## src/rtl/team_07_wb_arbiter.sv

```systemverilog
// Two-master Wishbone classic-cycle arbiter: round-robin grant, one transfer per grant,
// and a bounded wait so a hung slave cannot lock out either master.
//
// state | meaning
// IDLE  | no owner, slave port quiet, arbitrate pending requests
// BUSY  | owner drives the slave port, waiting for ack / abort / timeout
// TERM  | one-cycle forced termination, owner gets ack with ERR_DATA
module team_07_wb_arbiter #(
  parameter int unsigned TIMEOUT  = 255,
  parameter logic [31:0] ERR_DATA = 32'hDEAD_BEEF
) (
  input  logic        wb_clk_i,
  input  logic        wb_rst_i,
  input  logic        m0_cyc_i,
  input  logic        m0_stb_i,
  input  logic        m0_we_i,
  input  logic [3:0]  m0_sel_i,
  input  logic [31:0] m0_adr_i,
  input  logic [31:0] m0_dat_i,
  output logic        m0_ack_o,
  output logic [31:0] m0_dat_o,
  input  logic        m1_cyc_i,
  input  logic        m1_stb_i,
  input  logic        m1_we_i,
  input  logic [3:0]  m1_sel_i,
  input  logic [31:0] m1_adr_i,
  input  logic [31:0] m1_dat_i,
  output logic        m1_ack_o,
  output logic [31:0] m1_dat_o,
  output logic        s_cyc_o,
  output logic        s_stb_o,
  output logic        s_we_o,
  output logic [3:0]  s_sel_o,
  output logic [31:0] s_adr_o,
  output logic [31:0] s_dat_o,
  input  logic        s_ack_i,
  input  logic [31:0] s_dat_i,
  output logic [1:0]  grant_o,
  output logic        timeout_o
);

  typedef enum logic [1:0] {
    ST_IDLE = 2'd0,
    ST_BUSY = 2'd1,
    ST_TERM = 2'd2
  } state_t;

  localparam logic [15:0] TIMEOUT_C = 16'(TIMEOUT);

  state_t      state;
  logic        owner;
  logic        last;
  logic [15:0] cnt;
  logic [1:0]  grant_q;
  logic        timeout_q;

  logic        req0, req1, pick;
  logic        own_cyc, own_stb, own_we;
  logic [3:0]  own_sel;
  logic [31:0] own_adr, own_dat;
  logic [15:0] cnt_inc;
  logic        busy, term, ack_fwd, ack_any;

  assign req0 = m0_cyc_i & m0_stb_i;
  assign req1 = m1_cyc_i & m1_stb_i;
  // On a tie the master that did not finish last wins; a lone requester always wins.
  assign pick = (req0 & req1) ? ~last : req1;

  assign own_cyc = owner ? m1_cyc_i : m0_cyc_i;
  assign own_stb = owner ? m1_stb_i : m0_stb_i;
  assign own_we  = owner ? m1_we_i  : m0_we_i;
  assign own_sel = owner ? m1_sel_i : m0_sel_i;
  assign own_adr = owner ? m1_adr_i : m0_adr_i;
  assign own_dat = owner ? m1_dat_i : m0_dat_i;

  assign cnt_inc = (cnt == 16'hFFFF) ? cnt : cnt + 16'd1;

  always_ff @(posedge wb_clk_i or posedge wb_rst_i) begin
    if (wb_rst_i) begin
      state     <= ST_IDLE;
      owner     <= 1'b0;
      last      <= 1'b1;
      cnt       <= 16'd0;
      grant_q   <= 2'b00;
      timeout_q <= 1'b0;
    end else begin
      case (state)
        ST_IDLE: begin
          cnt       <= 16'd0;
          timeout_q <= 1'b0;
          if (req0 | req1) begin
            owner   <= pick;
            grant_q <= pick ? 2'b10 : 2'b01;
            state   <= ST_BUSY;
          end else begin
            grant_q <= 2'b00;
          end
        end
        ST_BUSY: begin
          if (!own_cyc || s_ack_i) begin
            // abort (cyc dropped) or normal completion both hand priority away
            last    <= owner;
            cnt     <= 16'd0;
            grant_q <= 2'b00;
            state   <= ST_IDLE;
          end else begin
            cnt <= cnt_inc;
            if (cnt_inc >= TIMEOUT_C) begin
              timeout_q <= 1'b1;
              state     <= ST_TERM;
            end
          end
        end
        ST_TERM: begin
          last      <= owner;
          cnt       <= 16'd0;
          grant_q   <= 2'b00;
          timeout_q <= 1'b0;
          state     <= ST_IDLE;
        end
        default: begin
          cnt       <= 16'd0;
          grant_q   <= 2'b00;
          timeout_q <= 1'b0;
          state     <= ST_IDLE;
        end
      endcase
    end
  end

  assign busy    = (state == ST_BUSY);
  assign term    = (state == ST_TERM);
  assign ack_fwd = busy & own_cyc & s_ack_i;
  assign ack_any = ack_fwd | term;

  assign s_cyc_o = busy & own_cyc;
  assign s_stb_o = busy & own_stb;
  assign s_we_o  = busy & own_we;
  assign s_sel_o = busy ? own_sel : 4'h0;
  assign s_adr_o = busy ? own_adr : 32'h0;
  assign s_dat_o = busy ? own_dat : 32'h0;

  assign m0_ack_o = ~owner & ack_any;
  assign m1_ack_o =  owner & ack_any;
  assign m0_dat_o = (~owner & busy) ? s_dat_i : (~owner & term) ? ERR_DATA : 32'h0;
  assign m1_dat_o = ( owner & busy) ? s_dat_i : ( owner & term) ? ERR_DATA : 32'h0;

  assign grant_o   = grant_q;
  assign timeout_o = timeout_q;

endmodule

```

## config.mk

```make
export PLATFORM = sky130hd
export DESIGN_NAME = team_07_wb_arbiter
export DESIGN_NICKNAME = d
export VERILOG_FILES = /design/src/rtl/team_07_wb_arbiter.sv
export SDC_FILE = /design/constraint.sdc
export NUM_CORES = 1
export LEC_CHECK = 0
export CORE_AREA = 2 2 124 126
export DETAILED_ROUTE_END_ITERATION = 7
export DIE_AREA = 0 0 126 128
export RECOVER_POWER = 100
export SETUP_SLACK_MARGIN = 0.3
export SLEW_MARGIN = 20
export SYNTH_ARGS = -nofsm -noshare
export SYNTH_HDL_FRONTEND = slang
export SYNTH_SLANG_ARGS = --single-unit
```

## constraint.sdc

```tcl
create_clock -name wb_clk_i -period 2.2 [get_ports wb_clk_i]
set_input_delay 0.66 -clock wb_clk_i [delete_from_list [all_inputs] [get_ports wb_clk_i]]
set_output_delay 0.66 -clock wb_clk_i [all_outputs]
set_load 0.1 [all_outputs]
```

# == After elaboration in Yosys (flattened, before gate mapping) ==
# Index checks and enable logic that the tools add are counted.
# totals
regBits,23
in_bits,177
# op_classes
addsub,1
n_bitwise,17
n_reduce_logical,8
n_eq_ne,8
n_lt_le_gt_ge,1
muxes,30
# ops
op,count
two-way mux 32 bit,8
two-way mux 16 bit,3
adder 16 x 1 -> 16 bit (second input constant),1
equality test 16 bit (second input constant),1
>= comparator 16 x 8 -> 1 bit (second input constant),1
AND 1 bit,13
two-way mux 2 bit,6
two-way mux 1 bit,8
two-way mux 4 bit,2
case mux 2 bit (2 select lines),2
AND reduction 2 bit,4
!= test 2 x 1 -> 1 bit (second input constant),2
!= test 2 bit (second input constant),2
!= test 3 x 1 -> 1 bit (second input constant),1
equality test 2 x 1 -> 1 bit (second input constant),1
equality test 2 bit (second input constant),1
logical NOT 2 bit,1
NOT 1 bit,2
OR 1 bit,2
case mux 1 bit (2 select lines),1
nonzero test 2 bit,1
logical NOT 1 bit,1
logical OR 1 bit,1

# == Longest topological paths before layout ==
# logic_depth
word_depth,6
mapped_depth,7

# == Worst setup path before layout ==
# Ideal clock, no wire load.
# synth_timing
path_kind,reg2out
start,reg state[1]
end,out m0_ack_o
n_path_buf,1
path_slack_ns,-0.772
arrival_ns,2.312
stages_incl_launch_ff,5
path_cell_list,dfrtp_1 nor2b_1 clkbuf_1 nand3_1 a21oi_1
# synth_between
elab_chain_len,5
# synth_rtl
element,line_no,text
from (decl),50,state_t state;
from (signal assigned),80,state <= ST_IDLE;
from (signal assigned),94,state <= ST_BUSY;
from (signal assigned),105,state <= ST_IDLE;
equality test 2 x 1 -> 1 bit,131,assign busy = (state == ST_BUSY);
AND 1 bit (2 in a row),133,assign ack_fwd = busy & own_cyc & s_ack_i;
OR 1 bit *,134,assign ack_any = ack_fwd | term;
AND 1 bit *,143,assign m0_ack_o = ~owner & ack_any;
to (decl),20,"output logic m0_ack_o,"
# Mark *: on every way between the ends. The rest lies on a longest branch, timed or not.

# == Final worst setup path ==
# layout_timing
start,reg owner
end,out s_dat_o[0]
# layout_between
elab_chain_len,2
# layout_rtl
element,line_no,text
from (decl),51,logic owner;
from (signal assigned),92,owner <= pick;
two-way mux 32 bit,74,assign own_dat = owner ? m1_dat_i : m0_dat_i;
two-way mux 32 bit,141,assign s_dat_o = busy ? own_dat : 32'h0;
to (decl),35,"output logic [31:0] s_dat_o,"
# No other way between the ends.

==> flow_summary.toml <==
[run_status]
status = "finished, violations left"
violations = "negative setup slack"

[floorplan]
fp.dieH_um = 128
coreArea_um2 = 14900
dieArea_um2 = 16100
placementRows = 45
num_io_pins = 317
start_util_pct = 20.5
die_w_um = 126

[sta]
fin_crit_ns = 2.31
fin_hold_ws_ns = 0.493
finClkSkew_ns = 0.00528
worstMarginPinSlew_ns = 1.22
fin_ws_ns = -0.113
setup_viol = 134
finalHoldViolCount = 0
slew_headroom_pct = 18.5
rsz0062_at_grt = "true"
max_freq_mhz = 432
post-route-period-util_pct = 105
final_max_slew_viol_count = 0

[cells_and_area]
utilization_pct = 64.9
area_growth_syn_to_layout_pct = 217
layout.nets = 917
layout_commonest_cell = "clkdlybuf4s50_1"
drive_gt1_share_pct = 54.5
diodes = 0
layout_common_cells = "161 x clkdlybuf4s50_1, 147 x buf_12, 48 x a21o_4"

[global_routing]
antenna_found_initial = 0
grt_pass1_wl_um = 27600
grt_pass1_vias = 4396
grt_start_max_net_pins = 37
grt_remaining_overflow = 0
grt_usage_pct = 21.7

[yosys]
syn_nets = 577
synth_top_family_by_area = "simple AND/OR/NAND/NOR gates"
synth_compound_area_share_pct = 20.9
synthAdderAreaFrac_pct = 0.412
syn_area_um2 = 3040
synth_enable_flop_cells = 0
synthCells = 399
async_reset_ff_share_pct = 100
yosys.area_share.simple_pct = 27.2
synth_xor_xnor_area_share_pct = 1.15
syn_area_per_cell_um2 = 7.62
synth.area.mux_share_pct = 25.7
synth-warning-count = 0
ys_ff_latch = 23
ys_seq_area_share_pct = 19.0
ys.flop_type = "dfrtp_1"
yosys.cell_types.count = 51

[clock_network]
cts_root_buf = "clkbuf_16"
clkSinkCount = 23
insertion_delay_ns = 0.26
cts_made_buffers = 3
h-tree-depth = 1
tritoncts = "yes"
cts_hold_buf = 0
clk_pin_slew_worst_paths_ns = 0.06
clockBufferDepth = 2

[critical_path]
required_ns = 1.54
cp_max_fo = 13
timing.reg2reg.setup_slack_ns = 0.39
path_cells = "buf_12, buf_12, mux2i_2, nor2_2, buf_12"
cp_slowest_stage_delay_ns = 0.54
worstSetupEndpointType = "output pin"
crit_family = "flip-flops"
crit_type = "reg2out"
cp.arrival_ns = 1.65
worstPathBufferInverterCount = 3
crit_path_top_delay_cell = "dfrtp_4"
cp-start-kind = "flop"
cpMostUsedCell = "buf_12"

[drt]
post_drt_wl_per_cell_um = 20.8
drt-total-wl_um = 19200
first_iter_violations = 196
dr.pass1.iters = 5
viasPerCell = 4.78
num_vias = 4422
ant_nets = 0
drc = 0

[pwr]
ir_worst_vdd_uv = 338
pwr-share-seq_pct = 6.8
cellInternalPower_mw = 3.28
leakagePower_nw = 3.87
p_comb_share_pct = 87.7
clkPwrFrac_pct = 5.5
p_sw_mw = 3.95
power_density_nw_per_um2 = 749
p_sw_share_pct = 54.6

[run]
maxCapViolations = 0

[place]
dp_slack_ns = -0.240
port-buffer-count = 316
dp_hpwl_um = 14500
gp_congestion = 0.896

[min_path]
min_path_type = "reg2reg"
-- flip-flops by register name, summed over array words and instances (netlist names) --
signal / count
cnt: 16
last: 1
grant_o: 2
state: 2
timeout_o: 1
owner: 1
-- routing by layer --
| layer | global-route usage [%] | up-vias | wire length, µm |
|---|---|---|---|
| met2 | 40.6 | 144 | 10600 |
| met5 | 0 | - | 0 |
| met3 | 2.84 | 18 | 863 |
| met4 | 2.84 | 0 | 259 |
| met1 | 27.2 | 2140 | 7460 |
| li1 | - | 2120 | - |
-- power groups by stage --
stage	combinational (mW)	clock (mW)	sequential, mW
floorplan	3.59	0	0.510
global placement	5.65	0	0.492
detailed placement	5.69	0	0.493
global route	6.49	0.422	0.498
CTS	6.15	0.402	0.487
finish	6.34	0.400	0.492
-- what timing repair did --
item                                    in CTS  in global routing
cloned                                       6                  5
pin swaps                                   32                 33
gates resized for setup                    101                 51
setup buffers                               12                  5
endpoints found under the setup margin     146                143
-- area by class of cell --
type	count	area, µm²
Timing Repair Buffer	371	5340
Fill cell	1102	5210
Multi-Input combinational cell	334	3390
Sequential cell	23	588
Tap cell	188	235
Clock buffer	3	75.1
Inverter	6	22.5
Clock inverter	1	5.00
-- kinds of logic after synthesis --
family,Yosys count
simple gates,166
xor+xnor,4
fa+ha+maj,1
compound gates,85
buf+inv,42
flops,23
mux,78
-- metrics by stage --
stage | instance area [µm²] | TNS (ns) | total power [mW] | cells
after global routing | 9650 | -15.68 | 7.41 | 926
final | 9650 | -8.10 | 7.23 | 926
after detailed placement | 8700 | -3.33 | 6.18 | 894
after global placement | 8700 | -2.87 | 6.14 | 894
after floorplan | 3880 | -28.77 | 4.10 | 399
after CTS | 9340 | -6.85 | 7.04 | 916
-- synth_stat cells (2+ instances only) --
cell type / count / area share (%)
nand4_1: 9 / 1.9
dfrtp_1: 22 / 18
nand3_1: 12 / 2.0
nand4b_1: 2 / 0.58
nor4_1: 2 / 0.41
a21o_1: 50 / 12
nand3b_1: 2 / 0.49
or3_1: 2 / 0.41
inv_1: 6 / 0.74
nand2b_1: 2 / 0.41
nor3_1: 3 / 0.49
o21ai_0: 8 / 1.3
nand2_1: 11 / 1.4
and3_1: 19 / 3.9
a21oi_1: 9 / 1.5
and4_1: 3 / 0.86
xnor2_1: 2 / 0.58
xor2_1: 2 / 0.58
mux2i_1: 77 / 25
buf_2: 11 / 1.8
clkbuf_1: 25 / 3.1
or2_2: 2 / 0.41
nor2_1: 86 / 11
and2_1: 4 / 0.82
nor2b_1: 2 / 0.41
-- path summary, 6_finish.rpt --
| path | endpoint | start | cells past startpoint |
|---|---|---|---|
| hold / removal | grant_o[1] | grant_o[1] | 1 |
| min in group asynchronous | cnt[2] | wb_rst_i | 3 |
| setup reg to reg | timeout_o | cnt[0] | 6 |
| max in group asynchronous | owner | wb_rst_i | 3 |
| setup / recovery | s_dat_o[0] | owner | 5 |
| hold reg to reg | grant_o[1] | grant_o[1] | 1 |
(Power assumes the default switching activity.)
